<file path="src/rtl/lfsr_period_ctrl_if.sv">
// Signal bundle between lfsr_period_ctrl and its environment.
// The slave modport is the controller side; the master modport is the side that drives start and owns the LFSR.
interface lfsr_period_ctrl_if #(
    parameter int WIDTH = 16
);
    logic             start;
    logic [WIDTH-1:0] seed_in;
    logic [WIDTH-1:0] lfsr_q;
    logic             lfsr_load;
    logic [WIDTH-1:0] lfsr_seed;
    logic             lfsr_en;
    logic             busy;
    logic             done;
    logic [WIDTH:0]   period;
    logic             maximal;
    logic             timeout;

    modport slave (
        input  start,
        input  seed_in,
        input  lfsr_q,
        output lfsr_load,
        output lfsr_seed,
        output lfsr_en,
        output busy,
        output done,
        output period,
        output maximal,
        output timeout
    );

    modport master (
        output start,
        output seed_in,
        output lfsr_q,
        input  lfsr_load,
        input  lfsr_seed,
        input  lfsr_en,
        input  busy,
        input  done,
        input  period,
        input  maximal,
        input  timeout
    );
endinterface

</file>
<file path="src/rtl/lfsr_period_ctrl.sv">
// Measures the number of steps an external LFSR needs to return to its seed.
// Define LFSR_CTRL_ZERO_GUARD_EN to capture an all-zero seed_in as 1.
module lfsr_period_ctrl #(
    parameter int WIDTH = 16
) (
    input  logic              clk,
    input  logic              reset,
    lfsr_period_ctrl_if.slave bus
);

    localparam logic [1:0] S_IDLE = 2'd0;
    localparam logic [1:0] S_LOAD = 2'd1;
    localparam logic [1:0] S_RUN  = 2'd2;
    localparam logic [1:0] S_DONE = 2'd3;

    localparam logic [WIDTH:0] CNT_LIMIT = {1'b1, {WIDTH{1'b0}}};
    localparam logic [WIDTH:0] CNT_MAX   = {1'b0, {WIDTH{1'b1}}};

    logic [1:0]       state_q,   state_d;
    logic [WIDTH-1:0] seed_q,    seed_d;
    logic [WIDTH:0]   count_q,   count_d;
    logic [WIDTH:0]   period_q,  period_d;
    logic             maximal_q, maximal_d;
    logic             timeout_q, timeout_d;

    logic [WIDTH-1:0] seed_cap;
    logic             match;
    logic             at_limit;
    logic             step_en;

    always_comb begin
`ifdef LFSR_CTRL_ZERO_GUARD_EN
        seed_cap = (bus.seed_in == '0) ? {{(WIDTH-1){1'b0}}, 1'b1} : bus.seed_in;
`else
        seed_cap = bus.seed_in;
`endif
    end

    // count==0 excludes the seed itself, which is on lfsr_q right after the load.
    assign match    = (state_q == S_RUN) && (count_q != '0) && (bus.lfsr_q == seed_q);
    assign at_limit = (count_q == CNT_LIMIT);
    assign step_en  = (state_q == S_RUN) && !match && !at_limit;

    always_comb begin
        state_d   = state_q;
        seed_d    = seed_q;
        count_d   = count_q;
        period_d  = period_q;
        maximal_d = maximal_q;
        timeout_d = timeout_q;

        case (state_q)
            S_IDLE: begin
                if (bus.start) begin
                    seed_d  = seed_cap;
                    state_d = S_LOAD;
                end
            end
            S_LOAD: begin
                count_d   = '0;
                period_d  = '0;
                maximal_d = 1'b0;
                timeout_d = 1'b0;
                state_d   = S_RUN;
            end
            S_RUN: begin
                if (step_en) begin
                    count_d = count_q + 1'b1;
                end
                if (match) begin
                    period_d  = count_q;
                    maximal_d = (count_q == CNT_MAX);
                    timeout_d = 1'b0;
                    state_d   = S_DONE;
                end else if (at_limit) begin
                    period_d  = CNT_LIMIT;
                    maximal_d = 1'b0;
                    timeout_d = 1'b1;
                    state_d   = S_DONE;
                end
            end
            default: begin
                state_d = S_IDLE;
            end
        endcase
    end

    always_ff @(posedge clk) begin
        if (!reset) begin
            state_q   <= S_IDLE;
            seed_q    <= '0;
            count_q   <= '0;
            period_q  <= '0;
            maximal_q <= 1'b0;
            timeout_q <= 1'b0;
        end else begin
            state_q   <= state_d;
            seed_q    <= seed_d;
            count_q   <= count_d;
            period_q  <= period_d;
            maximal_q <= maximal_d;
            timeout_q <= timeout_d;
        end
    end

    assign bus.lfsr_load = (state_q == S_LOAD);
    assign bus.lfsr_seed = seed_q;
    assign bus.lfsr_en   = step_en;
    assign bus.busy      = (state_q != S_IDLE);
    assign bus.done      = (state_q == S_DONE);
    assign bus.period    = period_q;
    assign bus.maximal   = maximal_q;
    assign bus.timeout   = timeout_q;

endmodule

</file>
<file path="src/flat_wrapper.sv">
// flat-port wrapper written by rule: the top's interface ports become plain ports
module lfsr_period_ctrl_flat 
#(
    parameter int WIDTH = 16
)
  (clk, reset, bus_start, bus_seed_in, bus_lfsr_q, bus_lfsr_load, bus_lfsr_seed, bus_lfsr_en, bus_busy, bus_done, bus_period, bus_maximal, bus_timeout);
  lfsr_period_ctrl_if #(.WIDTH(WIDTH)) bus_i ();
  input  logic clk;
  input  logic reset;
  input wire logic [$bits(bus_i.start)-1:0] bus_start;
  input wire logic [$bits(bus_i.seed_in)-1:0] bus_seed_in;
  input wire logic [$bits(bus_i.lfsr_q)-1:0] bus_lfsr_q;
  output wire logic [$bits(bus_i.lfsr_load)-1:0] bus_lfsr_load;
  output wire logic [$bits(bus_i.lfsr_seed)-1:0] bus_lfsr_seed;
  output wire logic [$bits(bus_i.lfsr_en)-1:0] bus_lfsr_en;
  output wire logic [$bits(bus_i.busy)-1:0] bus_busy;
  output wire logic [$bits(bus_i.done)-1:0] bus_done;
  output wire logic [$bits(bus_i.period)-1:0] bus_period;
  output wire logic [$bits(bus_i.maximal)-1:0] bus_maximal;
  output wire logic [$bits(bus_i.timeout)-1:0] bus_timeout;
  assign bus_i.start = bus_start;
  assign bus_i.seed_in = bus_seed_in;
  assign bus_i.lfsr_q = bus_lfsr_q;
  assign bus_lfsr_load = bus_i.lfsr_load;
  assign bus_lfsr_seed = bus_i.lfsr_seed;
  assign bus_lfsr_en = bus_i.lfsr_en;
  assign bus_busy = bus_i.busy;
  assign bus_done = bus_i.done;
  assign bus_period = bus_i.period;
  assign bus_maximal = bus_i.maximal;
  assign bus_timeout = bus_i.timeout;
  lfsr_period_ctrl #(.WIDTH(WIDTH)) u_core (.clk(clk), .reset(reset), .bus(bus_i));
endmodule
</file>
<file path="config.mk">
export PLATFORM = sky130hd
export DESIGN_NAME = lfsr_period_ctrl_flat
export DESIGN_NICKNAME = d
export VERILOG_FILES = /design/src/rtl/lfsr_period_ctrl_if.sv /design/src/rtl/lfsr_period_ctrl.sv /design/src/flat_wrapper.sv
export SDC_FILE = /design/constraint.sdc
export NUM_CORES = 1
export LEC_CHECK = 0
export BUFFER_PORTS_ARGS = -buffer_cell sky130_fd_sc_hd__buf_2
export CAP_MARGIN = 20
export CORE_MARGIN = 4
export CORE_UTILIZATION = 48
export DETAILED_ROUTE_END_ITERATION = 6
export PLACE_DENSITY = 0.77
export SLEW_MARGIN = 20
export SYNTH_ARGS = -nofsm -noshare
export SYNTH_HDL_FRONTEND = slang
export SYNTH_SLANG_ARGS = --single-unit
</file>
<file path="constraint.sdc">
create_clock -name clk -period 1.8 [get_ports clk]
set_clock_uncertainty 0.05 [all_clocks]
set_input_delay 0.36 -clock clk [delete_from_list [all_inputs] [get_ports clk]]
set_output_delay 0.36 -clock clk [all_outputs]
set_load 0.005 [all_outputs]
</file>
==> flow_summary_export.csv, run 1 <==
group,metric,value,unit
critical_path,path_cells,"nor4_2 > nand4_1 > buf_4 > nand3_4 > o21ai_4 > buf_4 > buf_4 > or4_4 > nand2_2",
sta,final_max_slew_viol_count,0,
cells_and_area,final_cells,545,
sta,slew_headroom,74.9,%
sta,tightest_slew,373,ps
run,cap_viol_max_count,0,
sta,post-route-period-util,128,%
sta,hold_viol,0,
detailed_routing,vias_per_cell,5.73,
clock_tree,numCtsBuffers,5,
logic_synthesis,ys.flop_type,"dfxtp_1",
detailed_routing,wl_per_cell,16.9,µm
placement,gp_congestion,0.944,
critical_path,timing.critical_path.from,"u_core.count_q[2]",
run_status,violations,"negative setup slack",
clock_tree,cts.path.max_buffers,2,
floorplanning,core_area,5610,µm²
logic_synthesis,seq_area_frac_synth,38.3,%
critical_path,cp_slowest_stage_delay,480,ps
logic_synthesis,avgSynthCellArea,8.44,µm²
detailed_routing,firstDrtPassIters,4,
clock_tree,cts_root_buf,"clkbuf_8",
grt,met1_usage,30.2,%
floorplanning,die_x,84.7,µm
detailed_routing,num_vias,3125,
grt,use_met3,4.81,%
clock_tree,clk_pin_slew_worst_paths,100,ps
cells_and_area,fillers,400,
critical_path,start_kind,"register",
hold_path,min-delay-start,"bus_seed_in[8]",
sta,setup_ws,-500,ps
floorplanning,initial_utilization,50.3,%
cells_and_area,diodes,0,
logic_synthesis,ys_types,51,
pwr,power.density,1130,nW/µm²
sta,rsz0062_at_grt,"yes",
grt,antenna_found_initial,0,
logic_synthesis,synth_edf_count,0,
critical_path,critPathRequiredTime,2010,ps
logic_synthesis,syn_nets,377,
clock_tree,insertion_delay,310,ps
clock_tree,cts.sink_count,54,
cells_and_area,drive_gt1_share,49.5,%
detailed_routing,wirelength,9.22,mm
floorplanning,die_h,84.7,µm
clock_tree,cts_hold_buffers,0,
detailed_routing,drcViolationCount,0,
cells_and_area,nets,515,
grt,grt_usage,25.3,%
logic_synthesis,synth_cells,334,
placement,io_buffers,73,
hold_path,hold_path.class,"primary input to register",
floorplanning,die-area,7170,µm²
logic_synthesis,netlist_area,2820,µm²
pwr,total_power,4.66,mW
logic_synthesis,synth_warnings,0,
floorplanning,io_pins,74,
pwr,p_leak,1.89,nW
sta,finalSetupViolCount,39,
sta,clock.fmax,0.435,GHz
grt,grt_pass1_vias,3072,
grt,grt.busiest_layer,"met2",
detailed_routing,ant_nets,0,
clock_tree,cts_tree,"done",
critical_path,crit_path_max_fanout,4,
sta,setup_tns,-13250,ps
run_status,outcome,"complete, but fails checks",
critical_path,path_common_cell,"buf_4",
placement,place_hpwl,5.99,mm
detailed_routing,drt_iter0_markers,238,
critical_path,slowest_stage,"or4_4",
critical_path,r2r_start,"u_core.count_q[2]",
grt,grt_pass1_wl,14.9,mm
logic_synthesis,ys_ff_latch,54,
pwr,peakVddDrop,1160,µV
grt,grt-ovfl-total,0,
critical_path,worstPathArrival,2510,ps
clock_tree,htree_levels,2,
floorplanning,std_cell_rows,27,
sta,min_period,2300,ps
critical_path,rrSetupSlack,-500,ps
placement,dp.cells,521,
grt,grt_max_degree,28,
critical_path,critical_path_class,"register to register",
grt,grtUsageMet2,44.6,%
cells_and_area,area_growth,46.8,%
critical_path,end_kind,"register",
logic_synthesis,ys_async_sr_fraction,0,%
-- through the flow --
step | instance area, µm² | util, % | hold WS (ps) | setup WS (ps)
global placement | 3720 | 66.4 | 396 | -391
global route | 4140 | 73.8 | 223 | -512
finish | 4140 | 73.8 | 222 | -500
floorplan | 2920 | - | 414 | -93.9
CTS | 4040 | 72.1 | 222 | -402
detailed placement | 3720 | 66.4 | 409 | -426
-- what timing repair did --
item                       4_1_cts  5_1_grt
pin swaps                       13        6
gates resized for setup         29       18
setup buffers                   12        4
setup endpoints to repair       39       41
cloned                           0        1
-- path summary, 6_finish.rpt --
path | to | depth (start not counted)
setup / recovery | u_core.count_q[8] | 9
hold / removal | u_core.bus.lfsr_seed[8] | 3
setup reg to reg | u_core.count_q[8] | 9
hold reg to reg | u_core.bus.lfsr_seed[8] | 2
-- per-layer routing --
metal	vias up	wire [µm]	share of wire, %
met2	136	4780	52
met5	-	0	0
li1	1462	-	-
met1	1491	3600	39
met3	36	570	6.2
met4	0	269	2.9
-- synth_stat cells, types with 3 or more instances --
cell | instances | area [µm²]
or4_1 | 5 | 37.5
buf_6 | 4 | 45.0
nand2_1 | 67 | 251
a21oi_1 | 38 | 190
o211ai_1 | 5 | 37.5
nand3_1 | 8 | 40.0
mux2i_1 | 3 | 30.0
a31o_2 | 17 | 149
a31oi_1 | 6 | 37.5
nand4b_1 | 3 | 26.3
ha_1 | 8 | 100
nand4_1 | 4 | 25.0
clkbuf_1 | 9 | 33.8
inv_1 | 12 | 45.0
nor3_1 | 6 | 30.0
nor4_4 | 3 | 63.8
nor2_1 | 10 | 37.5
dfxtp_1 | 54 | 1080
buf_4 | 5 | 37.5
o21ai_0 | 7 | 35.0
xor2_1 | 15 | 131
o21a_1 | 6 | 45.0
-- final cells by class --
type | count | area (µm²) | area share (%)
multi-input cells | 247 | 1790 | 43.2
flip-flops and latches | 54 | 1090 | 26.3
repair buffers | 151 | 1010 | 24.4
well taps | 72 | 90.1 | 2.18
clock buffers | 5 | 68.8 | 1.66
inverters | 13 | 48.8 | 1.18
clock inverters | 3 | 43.8 | 1.06
-- state kept, by name, summed over array words and instances, names as in the netlist --
signal	flops
u_core.bus.period	17
u_core.count_q	17
u_core.bus.lfsr_seed	16
u_core.state_q	2
u_core.bus.maximal	1
u_core.bus.timeout	1
-- worst max-delay path: cells and delay by family, from the launching register on --
| kind | cells | cell delay, ps |
|---|---|---|
| AOI/OAI and AO/OA | 1 | 80 |
| buffers and inverters | 3 | 500 |
| DFF | 1 | 340 |
| and+or+nand+nor | 5 | 1280 |
-- cell families (layout without fill, tap and decap cells) --
family | count (synthesis) | after routing | share of synthesized area (%)
and+or+nand+nor | 121 | 122 | 22.4
buffers and inverters | 34 | 172 | 6.34
DFF | 54 | 54 | 38.3
AOI/OAI and AO/OA | 97 | 97 | 22.9
adders and majority gates | 8 | 8 | 3.55
muxes | 4 | 4 | 1.46
xor gates and xnor gates | 16 | 16 | 4.97
-- power breakdown --
group          switching (mW)  internal (mW)  leakage (nW)
Clock                   0.420          0.418        0.0585
Combinational            1.35           1.08          1.39
Sequential             0.0821           1.32         0.441
-- cells in the final DEF, fill, tap and decap left out, types with 3 or more instances in the layout --
cell type,synthesis,routed
o21a_1,6,6
mux2i_1,3,3
nand4_1,4,4
or4_4,0,3
nor3_2,0,3
dfxtp_1,54,47
a21oi_2,0,10
dfxtp_2,0,7
ha_1,8,7
a31o_2,17,14
nor2_1,10,8
a21oi_1,38,28
o21ai_0,7,5
nand2_1,67,65
a31o_4,0,3
inv_1,12,8
buf_2,2,72
xor2_1,15,13
clkbuf_8,0,5
nor4_4,3,4
buf_4,5,71
a31oi_1,6,6
inv_2,1,5
nand4b_1,3,3
buf_6,4,4
nor3_1,6,3
o211ai_1,5,5
nand3_1,8,6
Power figures use the tool's default switching activity.
==> run 2, diff against run 1 <==
--- a/config.mk
+++ b/config.mk
@@ -7,7 +7,7 @@
 export LEC_CHECK = 0
 export BUFFER_PORTS_ARGS = -buffer_cell sky130_fd_sc_hd__buf_2
 export CAP_MARGIN = 20
-export CORE_MARGIN = 4
+export CORE_MARGIN = 3
 export CORE_UTILIZATION = 48
 export DETAILED_ROUTE_END_ITERATION = 6
 export PLACE_DENSITY = 0.77
==> flow_summary_export.csv, run 2 (same netlist as run 1, synthesis figures left out) <==
group,metric,value,unit
clock_tree,cts_tree,"done",
cells_and_area,area_growth,57.7,%
hold_path,hold_path.class,"primary input to register",
sta,hold_viol,0,
cells_and_area,final_util,79.3,%
cells_and_area,final_area,4450,µm²
cells_and_area,final_common_cell,"buf_2",
detailed_routing,drt_iter0_markers,518,
pwr,switching_power,2.27,mW
detailed_routing,wl_per_cell,20.5,µm
sta,min_period,2440,ps
floorplanning,die-area,6830,µm²
clock_tree,cts_root_buf,"clkbuf_8",
critical_path,critPathBufInv,4,
pwr,power_frac_comb,61.8,%
grt,grt_usage,25.3,%
run_status,violations,"negative setup slack",
critical_path,worstPathArrival,2030,ps
pwr,power.density,1250,nW/µm²
floorplanning,die_x,82.7,µm
placement,place_hpwl,5.94,mm
grt,grt_max_degree,28,
sta,slew_headroom,73.5,%
critical_path,r2r_cells,12,
detailed_routing,ant_nets,0,
detailed_routing,vias_per_cell,6.17,
critical_path,start_kind,"register",
critical_path,cp_slowest_stage_delay,350,ps
cells_and_area,nets,523,
pwr,peakVddDrop,995,µV
sta,finalSetupViolCount,39,
hold_path,whs_endpoint,"u_core.bus.lfsr_seed[10]",
sta,clock.fmax,0.410,GHz
cells_and_area,drive_gt1_share,48.9,%
critical_path,critPathRequiredTime,1390,ps
floorplanning,core_area,5610,µm²
critical_path,crit_path_max_fanout,3,
critical_path,path_cells,"inv_2 > ha_4 > nor4b_4 > nand4_1 > o21a_1 > o21ai_4 > buf_12 > inv_2 > buf_6",
detailed_routing,firstDrtPassIters,6,
pwr,p_int,3.27,mW
grt,grt-ovfl-total,0,
floorplanning,initial_utilization,50.3,%
pwr,p_leak,2.01,nW
sta,post-route-period-util,136,%
pwr,sequentialPowerShare,25.2,%
floorplanning,die_h,82.7,µm
sta,tightest_slew,395,ps
clock_tree,htree_levels,2,
clock_tree,cts.sink_count,54,
detailed_routing,drcViolationCount,0,
critical_path,path_common_cell,"inv_2",
critical_path,worstReg2RegEnd,"u_core.bus.period[3]",
critical_path,r2r_start,"u_core.count_q[1]",
grt,grt_pass1_vias,2848,
sta,rsz0062_at_grt,"yes",
detailed_routing,wirelength,11.3,mm
detailed_routing,num_vias,3411,
critical_path,slowest_stage,"dfxtp_2",
placement,gp_congestion,0.931,
critical_path,critical_path_class,"register to output pin",
pwr,clkPwrFrac,13.0,%
sta,setup_ws,-642,ps
clock_tree,cts.path.max_buffers,2,
placement,place_ws,-392,ps
critical_path,rrSetupSlack,-640,ps
hold_path,min-delay-start,"bus_seed_in[10]",
run_status,outcome,"complete, but fails checks",
critical_path,cp_top_family,"simple AND/OR/NAND/NOR gates",
clock_tree,clk_pin_slew_worst_paths,100,ps
sta,setup_tns,-20450,ps
placement,io_buffers,73,
cells_and_area,diodes,0,
clock_tree,insertion_delay,310,ps
cells_and_area,layout_common_cells,"buf_2, buf_4, nand2_1",
grt,grt_pass1_wl,13.3,mm
floorplanning,std_cell_rows,27,
placement,dpl_cell_area,3730,µm²
pwr,switching_share,41.0,%
floorplanning,io_pins,74,
critical_path,end_kind,"output pin",
grt,antenna_found_initial,0,
hold_path,hold-path-cell-count,3,
sta,final_max_slew_viol_count,0,
run,cap_viol_max_count,0,
clock_tree,numCtsBuffers,5,
## run 2: cell types whose count changed in the layout (fill, tap and decap cells not counted), moves of 3 or more
cell | before | now
buf_6 | 4 | 8
buf_12 | 2 | 6
clkbuf_16 | 0 | 3
buf_4 | 71 | 68
a31o_2 | 14 | 0
a31o_4 | 3 | 17
## run 2: per-stage QoR
stage          hold slack, ps  power, mW  std cells
2_1_floorplan             414       2.67        334
3_3_place_gp              395       3.40        519
6_report                  223       5.54        553
3_5_place_dp              416       3.44        519
4_1_cts                   226       4.52        534
5_1_grt                   224       5.72        553
## run 2: how the worst max path moves through the flow
| stage | slack, ps | end | cells after the start | from |
|---|---|---|---|---|
| final | -640 | bus_lfsr_en | 9 | u_core.count_q[1] |
| after floorplan | -90 | u_core.count_q[6] | 7 | bus_lfsr_q[0] |
| after CTS | -500 | bus_lfsr_en | 9 | u_core.count_q[1] |
| after detailed placement | -390 | bus_lfsr_en | 8 | bus_lfsr_q[11] |
| after global placement | -340 | bus_lfsr_en | 8 | bus_lfsr_q[11] |
| after global routing | -640 | bus_lfsr_en | 10 | u_core.count_q[1] |
## run 2: power by group through the flow
stage	Combinational [mW]	Sequential [mW]	Clock [mW]
after floorplan	1.22	1.45	0
after global placement	1.98	1.41	0
after detailed placement	2.03	1.41	0
after CTS	2.41	1.39	0.717
after global routing	3.54	1.41	0.771
final	3.42	1.40	0.720
## run 2: final cells by class
type / count / area, µm²
clock buffer: 7 / 86.3
clock inverter: 1 / 5.00
fill: 343 / 1160
inverter: 13 / 48.8
multi-input combinational: 246 / 1900
sequential: 54 / 1090
tap: 72 / 90.1
timing repair buffer: 160 / 1230
## run 2: per-layer routing
| layer | share of wire [%] | GRT usage (%) | up-vias |
|---|---|---|---|
| met4 | 5.9 | 8.99 | 0 |
| li1 | - | - | 1483 |
| met3 | 8.9 | 3.80 | 80 |
| met1 | 37 | 31.3 | 1609 |
| met2 | 48 | 44.6 | 239 |
| met5 | 0 | 0 | - |
## run 2: timing repair
action                                  CTS  global route
endpoints found under the setup margin   39            40
pin swaps                                 5            25
gates cloned                              2             3
setup buffers                             5            18
gates resized for setup                  10            56
hold buffers                              0             0
## run 2: worst register-to-register path: stages, from the launching register on
cell     delay [ps]
dfxtp_2         350
inv_2            80
ha_4            120
nor4b_4         260
nand4_1         240
buf_4           220
nand3_4         100
o21ai_4          80
buf_6           150
and2_4          180
buf_12          140
buf_16          140
a31o_4          220
==> run 3, diff against run 2 <==
--- a/config.mk
+++ b/config.mk
@@ -8,9 +8,10 @@
 export BUFFER_PORTS_ARGS = -buffer_cell sky130_fd_sc_hd__buf_2
 export CAP_MARGIN = 20
 export CORE_MARGIN = 3
-export CORE_UTILIZATION = 48
+export CORE_UTILIZATION = 45
+export CTS_CLUSTER_SIZE = 25
 export DETAILED_ROUTE_END_ITERATION = 6
-export PLACE_DENSITY = 0.77
+export PLACE_DENSITY = 0.72
 export SLEW_MARGIN = 20
 export SYNTH_ARGS = -nofsm -noshare
 export SYNTH_HDL_FRONTEND = slang
==> flow_summary_export.csv, run 3 (same netlist as run 1, synthesis figures left out) <==
group,metric,value,unit
critical_path,critical_path_class,"register to output pin",
clock_tree,cts_root_buf,"clkbuf_8",
clock_tree,insertion_delay,310,ps
sta,clock.fmax,0.437,GHz
floorplanning,std_cell_rows,28,
run,cap_viol_max_count,0,
sta,slew_headroom,78.3,%
detailed_routing,wl_per_cell,16.0,µm
floorplanning,die_x,85.2,µm
floorplanning,die-area,7250,µm²
clock_tree,numCtsBuffers,5,
grt,grt-ovfl-total,0,
hold_path,hold_path.class,"primary input to register",
sta,finalSetupViolCount,39,
critical_path,critPathRequiredTime,1390,ps
placement,place_hpwl,5.83,mm
sta,fin_hold_ws,218,ps
cells_and_area,area_growth,45.3,%
clock_tree,cts.sink_count,54,
sta,setup_ws,-490,ps
grt,grt_pass1_wl,13.7,mm
sta,post-route-period-util,127,%
floorplanning,initial_utilization,47.1,%
grt,grt_usage,23.5,%
grt,antenna_found_initial,0,
cells_and_area,drive_gt1_share,46.7,%
run_status,outcome,"complete, but fails checks",
floorplanning,die_h,85.2,µm
detailed_routing,drcViolationCount,0,
cells_and_area,nets,514,
cells_and_area,diodes,0,
pwr,total_power,4.52,mW
cells_and_area,final_area,4100,µm²
critical_path,slowest_stage,"dfxtp_2",
sta,hold_viol,0,
critical_path,start_kind,"register",
pwr,p_leak,1.87,nW
pwr,peakVddDrop,1140,µV
floorplanning,core_area,5990,µm²
pwr,power.density,1100,nW/µm²
cells_and_area,final_cells,546,
placement,dp.cells,523,
clock_tree,cts.path.max_buffers,2,
placement,io_buffers,73,
detailed_routing,ant_nets,0,
critical_path,cp_slowest_stage_delay,340,ps
floorplanning,io_pins,74,
detailed_routing,num_vias,3109,
critical_path,worstPathArrival,1880,ps
run_status,violations,"negative setup slack",
grt,grt_max_degree,21,
cells_and_area,final_common_cell,"buf_2",
sta,tightest_slew,323,ps
sta,min_period,2290,ps
detailed_routing,vias_per_cell,5.69,
detailed_routing,firstDrtPassIters,6,
clock_tree,cts_hold_buffers,0,
detailed_routing,wirelength,8.75,mm
placement,gp_congestion,0.951,
grt,grt_pass1_vias,2916,
critical_path,crit_path_max_fanout,3,
detailed_routing,drt_iter0_markers,233,
sta,rsz0062_at_grt,"yes",
clock_tree,clk_pin_slew_worst_paths,90,ps
critical_path,path_cells,"inv_2 > ha_4 > nor4b_4 > nand4_1 > o21a_1 > o21ai_4 > buf_12 > inv_4 > buf_6",
clock_tree,htree_levels,2,
sta,final_max_slew_viol_count,0,
clock_tree,cts_tree,"done",
cells_and_area,layout_common_cells,"buf_2, buf_4, nand2_1",
critical_path,end_kind,"output pin",
critical_path,rrSetupSlack,-440,ps
placement,dpl_cell_area,3740,µm²
run 3: report_power, final:
group | internal (mW) | switching (mW)
Combinational | 1.14 | 1.33
Clock | 0.270 | 0.392
Sequential | 1.31 | 0.0784
run 3: worst paths after layout:
check | from | endpoint | cells after the start
max | u_core.count_q[0] | bus_lfsr_en | 9
min | bus_seed_in[1] | u_core.bus.lfsr_seed[1] | 3
min reg2reg | u_core.bus.period[16] | u_core.bus.period[16] | 1
max reg2reg | u_core.count_q[0] | u_core.bus.period[14] | 10
run 3: layer usage:
layer | track usage, % | vias to the layer above | routed length (µm)
li1 | - | 1460 | -
met1 | 30.2 | 1472 | 3670
met2 | 38.6 | 147 | 4210
met3 | 3.79 | 30 | 587
met4 | 10.8 | 0 | 282
met5 | 0 | - | 0
run 3: timing repair:
action                                  CTS  global route
resized for setup                        17            15
endpoints found under the setup margin   39            40
pin swaps                                10             7
buffers inserted                         13             2
gates cloned                              2             0
run 3: area by class of cell:
type / count / area [µm²]
Multi-Input combinational cell: 247 / 1750
Sequential cell: 54 / 1090
Fill cell: 470 / 1890
Clock buffer: 7 / 76.3
Timing Repair Buffer: 150 / 1040
Inverter: 13 / 51.3
Tap cell: 75 / 93.8
run 3: critical path: cells and delay by family (launching register included):
family,cells,cell delay [ps]
buffers and inverters,4,330
DFF,1,340
and+or+nand+nor,2,390
AOI/OAI and AO/OA,2,380
adders and majority gates,1,130
run 3: metrics by stage:
stage	TNS [ps]	worst slack [ps]	util, %
2_1_floorplan	-2020	-93.9	-
3_3_place_gp	-10590	-384	62.5
3_5_place_dp	-11080	-423	62.5
4_1_cts	-10660	-423	67.1
5_1_grt	-15370	-551	68.4
6_report	-12650	-490	68.4
